===== src/rtl/lsu_pkg.sv =====
// -----------------------------------------------------------------------------
// lsu_pkg
//   Shared types and helpers for the load/store unit:
//   - state_t       : transaction FSM states
//   - F3_*          : RV32I funct3 encodings for loads/stores
//   - ERR_*         : fault codes reported on o_err
//   - access_fault  : illegal-size / misaligned classification of a request
//   - byte_mask     : byte enables for a given size and byte offset
//   - store_lanes   : store data replicated onto every lane of the size
// -----------------------------------------------------------------------------
package lsu_pkg;

  typedef enum logic [1:0] {
    S_IDLE = 2'b00,
    S_REQ  = 2'b01,
    S_WAIT = 2'b10,
    S_RESP = 2'b11
  } state_t;

  localparam logic [2:0] F3_B  = 3'b000;
  localparam logic [2:0] F3_H  = 3'b001;
  localparam logic [2:0] F3_W  = 3'b010;
  localparam logic [2:0] F3_BU = 3'b100;
  localparam logic [2:0] F3_HU = 3'b101;

  localparam logic [1:0] ERR_NONE     = 2'b00;
  localparam logic [1:0] ERR_MISALIGN = 2'b01;
  localparam logic [1:0] ERR_TIMEOUT  = 2'b10;
  localparam logic [1:0] ERR_ILLEGAL  = 2'b11;

  // Illegal size is checked first so that an undefined funct3 is never
  // reported as misaligned.
  function automatic logic [1:0] access_fault(input logic       wren,
                                              input logic [2:0] funct3,
                                              input logic [1:0] off);
    logic legal;
    legal = (funct3 == F3_B) || (funct3 == F3_H) || (funct3 == F3_W) ||
            (!wren && ((funct3 == F3_BU) || (funct3 == F3_HU)));
    if (!legal)
      return ERR_ILLEGAL;
    if ((funct3[1:0] == 2'b01) && off[0])
      return ERR_MISALIGN;
    if ((funct3[1:0] == 2'b10) && (off != 2'b00))
      return ERR_MISALIGN;
    return ERR_NONE;
  endfunction

  function automatic logic [3:0] byte_mask(input logic [2:0] funct3,
                                           input logic [1:0] off);
    case (funct3[1:0])
      2'b00:   return 4'b0001 << off;
      2'b01:   return 4'b0011 << off;
      default: return 4'b1111;
    endcase
  endfunction

  // Replicating the datum onto every lane lets the byte mask alone pick the
  // destination, so no data shifter is needed.
  function automatic logic [31:0] store_lanes(input logic [2:0]  funct3,
                                              input logic [31:0] data);
    case (funct3[1:0])
      2'b00:   return {4{data[7:0]}};
      2'b01:   return {2{data[15:0]}};
      default: return data;
    endcase
  endfunction

endpackage


===== src/rtl/lsu_load_extract.sv =====
// -----------------------------------------------------------------------------
// lsu_load_extract
//   Combinational load-data alignment and extension.
//   Ports:
//     rdata   in  32 : raw read word from memory
//     offset  in   2 : byte offset of the access within the word
//     funct3  in   3 : load size/sign (LB, LH, LW, LBU, LHU)
//     ld_data out 32 : word shifted right by 8*offset, then the low byte/half
//                      sign- or zero-extended; LW passes rdata unchanged
// -----------------------------------------------------------------------------
module lsu_load_extract
  import lsu_pkg::*;
(
  input  logic [31:0] rdata,
  input  logic [1:0]  offset,
  input  logic [2:0]  funct3,
  output logic [31:0] ld_data
);

  logic [15:0] low_half;

  // Only the low halfword of the shifted word is ever consumed.
  assign low_half = 16'(rdata >> {offset, 3'b000});

  // NOTE: ld_data gets a default before the case so every path assigns it
  // and no latch is inferred.
  always_comb begin
    ld_data = rdata;
    case (funct3)
      F3_B:    ld_data = {{24{low_half[7]}}, low_half[7:0]};
      F3_H:    ld_data = {{16{low_half[15]}}, low_half};
      F3_BU:   ld_data = {24'h0, low_half[7:0]};
      F3_HU:   ld_data = {16'h0, low_half};
      default: ld_data = rdata;
    endcase
  end

endmodule


===== src/rtl/lsu_mem_access.sv =====
// -----------------------------------------------------------------------------
// lsu_mem_access
//   Load/store unit behind the ALU. Accepts one RV32I load or store, checks it
//   for illegal size / misalignment, runs it on the data-memory handshake and
//   returns a one-cycle response with extended load data and a fault code.
//   Ports:
//     i_clk, i_reset            : clock, asynchronous active-high reset
//     i_req_valid / o_req_ready : request handshake (ready only when idle)
//     i_wren, i_funct3, i_addr, i_st_data : request fields
//     o_mem_valid / i_mem_ready : memory request handshake
//     o_mem_addr, o_mem_we, o_mem_bmask, o_mem_wdata : memory request fields
//     i_mem_rvalid, i_mem_rdata : memory read return
//     o_rsp_valid               : one-cycle completion pulse
//     o_ld_data, o_err          : result and fault, nonzero only with rsp
//   All outputs are registered.
// -----------------------------------------------------------------------------
module lsu_mem_access
  import lsu_pkg::*;
#(
  parameter int TIMEOUT_CYCLES = 16,
  parameter int ADDR_W         = 32
) (
  input  logic              i_clk,
  input  logic              i_reset,
  input  logic              i_req_valid,
  output logic              o_req_ready,
  input  logic              i_wren,
  input  logic [2:0]        i_funct3,
  input  logic [ADDR_W-1:0] i_addr,
  input  logic [31:0]       i_st_data,
  output logic              o_mem_valid,
  input  logic              i_mem_ready,
  output logic [ADDR_W-1:0] o_mem_addr,
  output logic              o_mem_we,
  output logic [3:0]        o_mem_bmask,
  output logic [31:0]       o_mem_wdata,
  input  logic              i_mem_rvalid,
  input  logic [31:0]       i_mem_rdata,
  output logic              o_rsp_valid,
  output logic [31:0]       o_ld_data,
  output logic [1:0]        o_err
);

  localparam int CNT_W = (TIMEOUT_CYCLES > 1) ? $clog2(TIMEOUT_CYCLES) : 1;
  localparam logic [CNT_W-1:0] CNT_MAX = CNT_W'(TIMEOUT_CYCLES - 1);

  state_t           state;
  logic [CNT_W-1:0] cnt;
  logic             wren_q;
  logic [2:0]       f3_q;
  logic [1:0]       off_q;
  logic [31:0]      ext_data;
  logic [1:0]       req_fault;

  assign req_fault = access_fault(i_wren, i_funct3, i_addr[1:0]);

  lsu_load_extract u_extract (
    .rdata   (i_mem_rdata),
    .offset  (off_q),
    .funct3  (f3_q),
    .ld_data (ext_data)
  );

  // NOTE: all state and registered outputs use non-blocking assignments so
  // every branch sees the values from the start of the cycle.
  always_ff @(posedge i_clk or posedge i_reset) begin
    if (i_reset) begin
      state       <= S_IDLE;
      cnt         <= '0;
      wren_q      <= 1'b0;
      f3_q        <= 3'b000;
      off_q       <= 2'b00;
      o_req_ready <= 1'b1;
      o_mem_valid <= 1'b0;
      o_mem_addr  <= '0;
      o_mem_we    <= 1'b0;
      o_mem_bmask <= 4'b0000;
      o_mem_wdata <= 32'h0;
      o_rsp_valid <= 1'b0;
      o_ld_data   <= 32'h0;
      o_err       <= ERR_NONE;
    end else begin
      case (state)
        S_IDLE: begin
          if (i_req_valid && o_req_ready) begin
            wren_q      <= i_wren;
            f3_q        <= i_funct3;
            off_q       <= i_addr[1:0];
            o_req_ready <= 1'b0;
            if (req_fault != ERR_NONE) begin
              // Faulting requests never reach the memory bus.
              o_err       <= req_fault;
              o_rsp_valid <= 1'b1;
              state       <= S_RESP;
            end else begin
              o_mem_valid <= 1'b1;
              o_mem_addr  <= {i_addr[ADDR_W-1:2], 2'b00};
              o_mem_we    <= i_wren;
              o_mem_bmask <= byte_mask(i_funct3, i_addr[1:0]);
              o_mem_wdata <= i_wren ? store_lanes(i_funct3, i_st_data) : 32'h0;
              cnt         <= '0;
              state       <= S_REQ;
            end
          end
        end

        S_REQ: begin
          // A handshake in the terminal count cycle still wins over timeout.
          if (i_mem_ready || (cnt == CNT_MAX)) begin
            o_mem_valid <= 1'b0;
            o_mem_addr  <= '0;
            o_mem_we    <= 1'b0;
            o_mem_bmask <= 4'b0000;
            o_mem_wdata <= 32'h0;
          end
          if (i_mem_ready) begin
            if (wren_q) begin
              o_rsp_valid <= 1'b1;
              state       <= S_RESP;
            end else begin
              // rvalid is not looked at here, so read data coincident with
              // the request handshake is ignored.
              cnt   <= '0;
              state <= S_WAIT;
            end
          end else if (cnt == CNT_MAX) begin
            o_err       <= ERR_TIMEOUT;
            o_rsp_valid <= 1'b1;
            state       <= S_RESP;
          end else begin
            cnt <= cnt + 1'b1;
          end
        end

        S_WAIT: begin
          if (i_mem_rvalid) begin
            o_ld_data   <= ext_data;
            o_rsp_valid <= 1'b1;
            state       <= S_RESP;
          end else if (cnt == CNT_MAX) begin
            o_err       <= ERR_TIMEOUT;
            o_rsp_valid <= 1'b1;
            state       <= S_RESP;
          end else begin
            cnt <= cnt + 1'b1;
          end
        end

        S_RESP: begin
          // Result fields are only meaningful alongside the pulse.
          o_rsp_valid <= 1'b0;
          o_ld_data   <= 32'h0;
          o_err       <= ERR_NONE;
          o_req_ready <= 1'b1;
          state       <= S_IDLE;
        end

        default: begin
          state       <= S_IDLE;
          o_req_ready <= 1'b1;
        end
      endcase
    end
  end

endmodule


===== config.mk =====
export PLATFORM = sky130hd
export DESIGN_NAME = lsu_mem_access
export DESIGN_NICKNAME = d
export VERILOG_FILES = /design/src/rtl/lsu_pkg.sv /design/src/rtl/lsu_load_extract.sv /design/src/rtl/lsu_mem_access.sv
export SDC_FILE = /design/constraint.sdc
export NUM_CORES = 1
export LEC_CHECK = 0
export ABC_AREA = 1
export BUFFER_PORTS_ARGS = -buffer_cell sky130_fd_sc_hd__buf_2
export CAP_MARGIN = 20
export CORE_AREA = 2 2 110 112
export CTS_BUF_LIST = sky130_fd_sc_hd__clkbuf_4 sky130_fd_sc_hd__clkbuf_8 sky130_fd_sc_hd__clkbuf_16
export CTS_CLUSTER_SIZE = 25
export DETAILED_ROUTE_END_ITERATION = 10
export DIE_AREA = 0 0 112 114
export GPL_TIMING_DRIVEN = 0
export PLACE_DENSITY = 0.85
export SYNTH_ARGS = -nofsm -noshare
export SYNTH_HDL_FRONTEND = slang
export SYNTH_SLANG_ARGS = --single-unit

===== constraint.sdc =====
create_clock -name i_clk -period 10.4 [get_ports i_clk]
set_input_delay 1.04 -clock i_clk [delete_from_list [all_inputs] [get_ports i_clk]]
set_output_delay 1.04 -clock i_clk [all_outputs]
set_load 0.03 [all_outputs]

==> results of run 1 <==
[layer usage]
metal	GRT usage [%]	wire [um]	vias to the layer above
met3	7.70	1680	67
li1	-	-	3097
met5	0	0	-
met1	36.2	7340	3042
met2	49.5	8980	375
met4	14.2	732	0
[metrics by stage]
step                      total power [mW]  std cells
final                                 2.78       1201
after floorplan                       1.81        815
after global routing                  2.96       1201
after global placement                2.18       1169
after CTS                             2.78       1201
after detailed placement              2.21       1170
[cells in the mapped netlist (2+ instances only)]
cell | count | area, um^2
nand4_1 | 3 | 18.8
o21ai_1 | 2 | 10.0
buf_8 | 4 | 60.1
dfrtp_1 | 115 | 2880
o211ai_1 | 9 | 67.6
nand2_1 | 251 | 942
buf_4 | 3 | 22.5
buf_2 | 15 | 75.1
nor3_1 | 7 | 35.0
o21ai_2 | 40 | 350
a21oi_1 | 20 | 100
nor2_1 | 91 | 342
nand2_2 | 40 | 250
nand3_1 | 39 | 195
nor2_2 | 2 | 12.5
inv_2 | 3 | 11.3
ha_1 | 6 | 75.1
o22ai_1 | 9 | 56.3
inv_1 | 38 | 143
o21ai_0 | 82 | 410
clkbuf_1 | 22 | 82.6
[logic make-up after synthesis]
logic type / after synthesis
adders and majority gates: 6
buffers and inverters: 87
and+or+nand+nor: 436
DFF: 116
xor gates and xnor gates: 1
AOI/OAI and AO/OA: 167
other: 1
[report_power, final]
group	internal (mW)	switching (mW)	total [mW]
Combinational	0.456	1.04	1.50
Sequential	0.622	0.106	0.728
Clock	0.353	0.204	0.557
[worst reg2reg max path: stages, from the launching register on]
cell and delay [ns]:
dfrtp_1 0.42, inv_1 0.15, ha_1 0.25, nand2_1 0.16, nor2_1 0.42, inv_1 0.21, buf_2 0.23, a21oi_1 0.15
nand2_1 0.08, nand2_1 0.06
[cell type report]
cell class	count	area [um^2]	share of cell area, %
clock inverters	8	77.6	0.958
inverters	41	159	1.96
multi-input cells	612	2960	36.5
flip-flops and latches	116	2900	35.9
clock buffers	23	489	6.04
plain buffers	46	265	3.28
repair buffers	208	1060	13.1
well taps	147	184	2.27
[sequential cells by signal (all words and copies together), names as in the netlist]
name and cells:
cnt 4, f3_q 3, o_err 2, o_ld_data 32, o_mem_addr 30, o_mem_bmask 4
o_mem_valid 1, o_mem_wdata 32, o_mem_we 1, o_req_ready 1, o_rsp_valid 1, off_q 2
state 2, wren_q 1
[worst min path at each step]
| stage | slack, ns | cells past startpoint | end | start |
|---|---|---|---|---|
| 2_1_floorplan | 0.47 | 2 | f3_q[2] | f3_q[2] |
| 3_3_place_gp | 0.46 | 2 | o_ld_data[10] | o_ld_data[10] |
| 3_5_place_dp | 0.46 | 2 | o_ld_data[13] | o_ld_data[13] |
| 4_1_cts | 0.48 | 2 | o_ld_data[13] | o_ld_data[13] |
| 5_1_grt | 0.49 | 2 | o_mem_addr[18] | o_mem_addr[18] |
| 6_report | 0.47 | 2 | o_ld_data[13] | o_ld_data[13] |
==> impl_results.md, run 1 <==
- EDFF count, synth: 0
- Final #Nets: 1,153
- Worst Path Required: 10.75 ns
- Pin count of the biggest net entering global routing: 68
- Yosys reg bits: 116
- Reg-to-Reg End: o_ld_data[24]
- GRT Total Usage: 29.7%
- Die Wd: 112 um
- Post-cts gate resize count: 0
- Post-Synthesis Cell Area: 0.00628 mm^2
- Reg2Reg Setup Slack: 8.21 ns
- CP Capture Type: register
- P&R area growth vs syn: 29.0%
- P_leak: 4.39 nW
- CP max FO: 10
- Drt pass-1 iters: 7
- Crit path cell chain: inv_1, ha_1, nand2_1, nor2_1, inv_1, buf_2, a21oi_1, nand2_1, nand2_1
- Wire per inst: 15.6 um
- CP Launch Type: register
- Cell Area, Placed: 0.00753 mm^2
- Final min period: 2.19 ns
- Fin. max-slew vios: 0
- Reg2Reg Launch Point: state[0]
- Max Cap Viol: 0
- Initial DRC Count: 754
- Reg2reg path depth: 9
- Crit path max-delay family: simple AND/OR/NAND/NOR gates
- Post-synth top flop: dfrtp_1
- Final Wtd Congestion: 0.977
- CP most frequent cell: nand2_1
- Grt ovf: 0
- CP Launch Point: state[0]
- Critical Path Sink: o_ld_data[24]
- Worst Path Buf+Inv: 3
- RSZ-0062 raised after global routing: false
- Async SR Flop Fraction: 100%
- DR vias: 6,581
- Seq/Total Area, Yosys: 46.3%
- Most common cell after layout, fill and taps aside: nand2_1
- # DRC: 0
- Global-route wire length before repair: 29,900 um
- CTS hold repair buffers: 0
- CP peak stage delay: 0.42 ns
- Sum of negative setup slack: 0 ns
- Max Fclk: 456 MHz
- Worst-case clock skew: 0.00853 ns
- Min-delay worst type: reg2reg
- Num rows: 40
- Compound-Gate Fraction of Synth Area: 16.5%
- Critical path depth: 9
- Post-Layout Inst Area: 0.00810 mm^2
- Die Y: 114 um
- Pre-CTS setup slack: 7.96 ns
- Final ANT Viol Nets: 0
- Post-Synthesis Cells: 814
- Final Util: 69.2%
- Status: finished clean
- Slowest cell on the critical path: dfrtp_1
- Largest family of logic cells by synthesized area: simple AND/OR/NAND/NOR gates
- Syn avg cell area: 7.71 um^2
- H-tree levels: 4
- Final hold slack: 0.472 ns
- Critical path data arrival time: 2.54 ns
- Total Wirelength: 18,700 um
- Pwr dens: 344 mW/mm^2
- Fill count: 982
- Slew HR: 64.1%
- Post-Synth Adder-Cell Area: 1.20%
- Setup bufs post-CTS: 0
- Final setup margin: 8.21 ns
- Final count of negative-setup-slack endpoints: 0
- Buffers on Ports: 207
- Count of cell types in the netlist: 34
- VDD IR max: 0.000194 V
- Post-Synth XOR/XNOR Area: 0.140%
- Diodes inserted: 0
- CTS Buf Count: 17
- Worst Path Class, Setup: reg2reg
- Layout cells sized above 1: 33.4%
- Core area: 0.0117 mm^2
- Worst skew pair latency: 0.41 ns
- Vias in the first global route: 6,213
- Most frequent cells in the layout: nand2_1, buf_2, dfrtp_1, nor2_1, o21ai_0
- DR vias/cell: 5.48
- Clock root buffer: clkbuf_16
- Proportion of synthesized area in mux cells: 0%
- Final hold violations: 0
- Initial Utilization: 53.6%
- Maximum root-to-sink buffer count: 2
- Synth Area in Simple Gates: 29.2%
- Final Cycle Share: 21.1%
- Reg clk slew, reported paths: 0.05 ns
- Die footprint: 0.0128 mm^2
- Clock sink count: 116
- Initial antenna violation count: 0
- Yosys warns: 0
- Hpwl dp: 13,900 um
- CTS tree: done
- Worst slew pin tran: 0.537 ns
- I/O pin total: 211
Note: power is estimated with default switching activity, not from simulation.
==> run 2: changes to the inputs <==
--- a/config.mk
+++ b/config.mk
@@ -8,13 +8,13 @@
 export ABC_AREA = 1
 export BUFFER_PORTS_ARGS = -buffer_cell sky130_fd_sc_hd__buf_2
 export CAP_MARGIN = 20
-export CORE_AREA = 2 2 110 112
+export CORE_AREA = 2 2 120 122
 export CTS_BUF_LIST = sky130_fd_sc_hd__clkbuf_4 sky130_fd_sc_hd__clkbuf_8 sky130_fd_sc_hd__clkbuf_16
 export CTS_CLUSTER_SIZE = 25
 export DETAILED_ROUTE_END_ITERATION = 10
-export DIE_AREA = 0 0 112 114
+export DIE_AREA = 0 0 122 124
 export GPL_TIMING_DRIVEN = 0
-export PLACE_DENSITY = 0.85
+export PLACE_DENSITY = 0.76
 export SYNTH_ARGS = -nofsm -noshare
 export SYNTH_HDL_FRONTEND = slang
 export SYNTH_SLANG_ARGS = --single-unit
==> constraint.sdc (replaced) <==
create_clock -name i_clk -period 1.97 [get_ports i_clk]
set_input_delay 0.197 -clock i_clk [delete_from_list [all_inputs] [get_ports i_clk]]
set_output_delay 0.197 -clock i_clk [all_outputs]
set_load 0.03 [all_outputs]
==> impl_results.md, run 2 (synthesized netlist as in run 1, its figures left out) <==
- Status: finished clean
- P_leak: 4.47 nW
- Core area: 0.0137 mm^2
- Max Fclk: 544 MHz
- Worst Path Required: 2.28 ns
- I/O pin total: 211
- Drt pass-1 iters: 5
- Fin. max-slew vios: 0
- Pwr dens: 1820 mW/mm^2
- Largest regs: o_ld_data (32), o_mem_wdata (32), o_mem_addr (30)
- Final hold violations: 0
- Global-route wire length before repair: 30,100 um
- Final ANT Viol Nets: 0
- Hold Crit Start: i_addr[31]
- Pin count of the biggest net entering global routing: 43
- DR vias/cell: 5.18
- Reg clk slew, reported paths: 0.06 ns
- Slew HR: 45.4%
- CP max FO: 10
- CP Launch Point: state[0]
- Sum of negative setup slack: 0 ns
- Vias in the first global route: 6,100
- Clock sink count: 116
- Final Cycle Share: 93.3%
- Worst skew pair latency: 0.42 ns
- Final min period: 1.84 ns
- DR vias: 6,426
- VDD IR max: 0.00115 V
- Total Wirelength: 19,300 um
- Final #Nets: 1,160
- GRT Total Usage: 25.8%
- Initial Utilization: 45.7%
- H-tree levels: 4
- Slowest cell on the critical path: dfrtp_1
- Wire per inst: 15.6 um
- Critical path data arrival time: 2.15 ns
- P&R area growth vs syn: 32.0%
- # DRC: 0
- CP peak stage delay: 0.43 ns
- Die Y: 124 um
- Most frequent cells in the layout: nand2_1, buf_2, dfrtp_1, nor2_1, o21ai_0
- Final Wtd Congestion: 0.906
- Layout Cells excl Fill: 1,241
- Hpwl dp: 14,500 um
- Initial antenna violation count: 0
- Die Wd: 122 um
- Num rows: 43
- Most common cell after layout, fill and taps aside: nand2_1
- CP Launch Type: register
- Max Cap Viol: 0
- Worst slew pin tran: 0.818 ns
- Final count of negative-setup-slack endpoints: 0
- Worst-case clock skew: 0.00887 ns
- Buffers on Ports: 207
- RSZ-0062 raised after global routing: false
- Initial DRC Count: 460
- Crit path cell chain: inv_2, ha_1, clkbuf_4, inv_1, nand2_1, o21a_4, nand3_4, buf_12, buf_8, nand2_2, o21ai_2
- CTS Buf Count: 17
- Grt ovf: 0
- Maximum root-to-sink buffer count: 2
- Die footprint: 0.0151 mm^2
- CTS tree: done
- Crit path max-delay family: buffers and inverters
- Min-delay worst type: in2reg
- Diodes inserted: 0
- Clock root buffer: clkbuf_16
- Cell count after placement: 1,204
- CP Capture Type: register
- Reg2Reg Launch Point: state[0]
- Layout cells sized above 1: 35.2%
- Worst Path Class, Setup: reg2reg
- Worst Path Buf+Inv: 5
run 2: final timing paths:
| path | endpoint | slack [ns] | cells past startpoint |
|---|---|---|---|
| worst min-delay path | o_mem_addr[31] | 0.02 | 3 |
| min in group asynchronous | o_ld_data[18] | 0.48 | 3 |
| worst max register to register | o_mem_addr[8] | 0.13 | 11 |
| max in group asynchronous | o_req_ready | 0.76 | 4 |
| worst min register to register | o_ld_data[28] | 0.47 | 2 |
| worst max-delay path | o_mem_addr[8] | 0.13 | 11 |
run 2: layout make-up:
| class | count | area [um^2] |
|---|---|---|
| clock buffer | 21 | 462 |
| clock inverter | 10 | 133 |
| inverter | 41 | 158 |
| fill | 1282 | 5430 |
| multi-input combinational | 613 | 3010 |
| sequential | 116 | 2900 |
| tap | 180 | 225 |
| buffer | 46 | 284 |
| timing repair buffer | 214 | 1120 |
run 2: repair_timing:
item,4_1_cts,5_1_grt
setup buffers,0,4
hold endpoints to repair,33,0
cloned,0,1
gates resized for setup,8,18
setup endpoints to repair,45,105
pin swaps,0,2
hold buffers,1,0
run 2: metrics by stage:
step                      setup WS (ns)  instance area [um^2]  utilization [%]  hold slack [ns]  total power, mW
after floorplan                   0.249                  6280                -            0.318             9.56
after global placement           -0.422                  7540             55.0            0.458             11.6
after detailed placement         -0.240                  7580             55.3            0.386             11.7
after CTS                       0.00670                  8210             59.8           0.0119             14.9
after global routing           0.000466                  8290             60.4           0.0182             16.1
final                             0.133                  8290             60.4           0.0227             15.1
run 2: metal layers:
layer	up-vias	global-route usage, %	share of wire [%]	routed length [um]
met5	-	0	0	0
met2	283	41.6	47	9140
met4	0	10.5	2.7	516
li1	3116	-	-	-
met1	2985	32.4	41	7950
met3	42	8.29	8.9	1720
run 2: report_power, final:
group	switching (mW)	leakage (nW)	internal (mW)
logic	5.56	2.66	2.54
clock network	1.08	0.301	2.04
registers	0.556	1.51	3.28
total	7.20	4.47	7.87
run 2: worst min-delay path: cells and delay by family:
kind	cells	cell delay (ns)
buffers and inverters	1	0.09
AND/OR/NAND/NOR	1	0.07
AO/OA/AOI/OAI	1	0.05
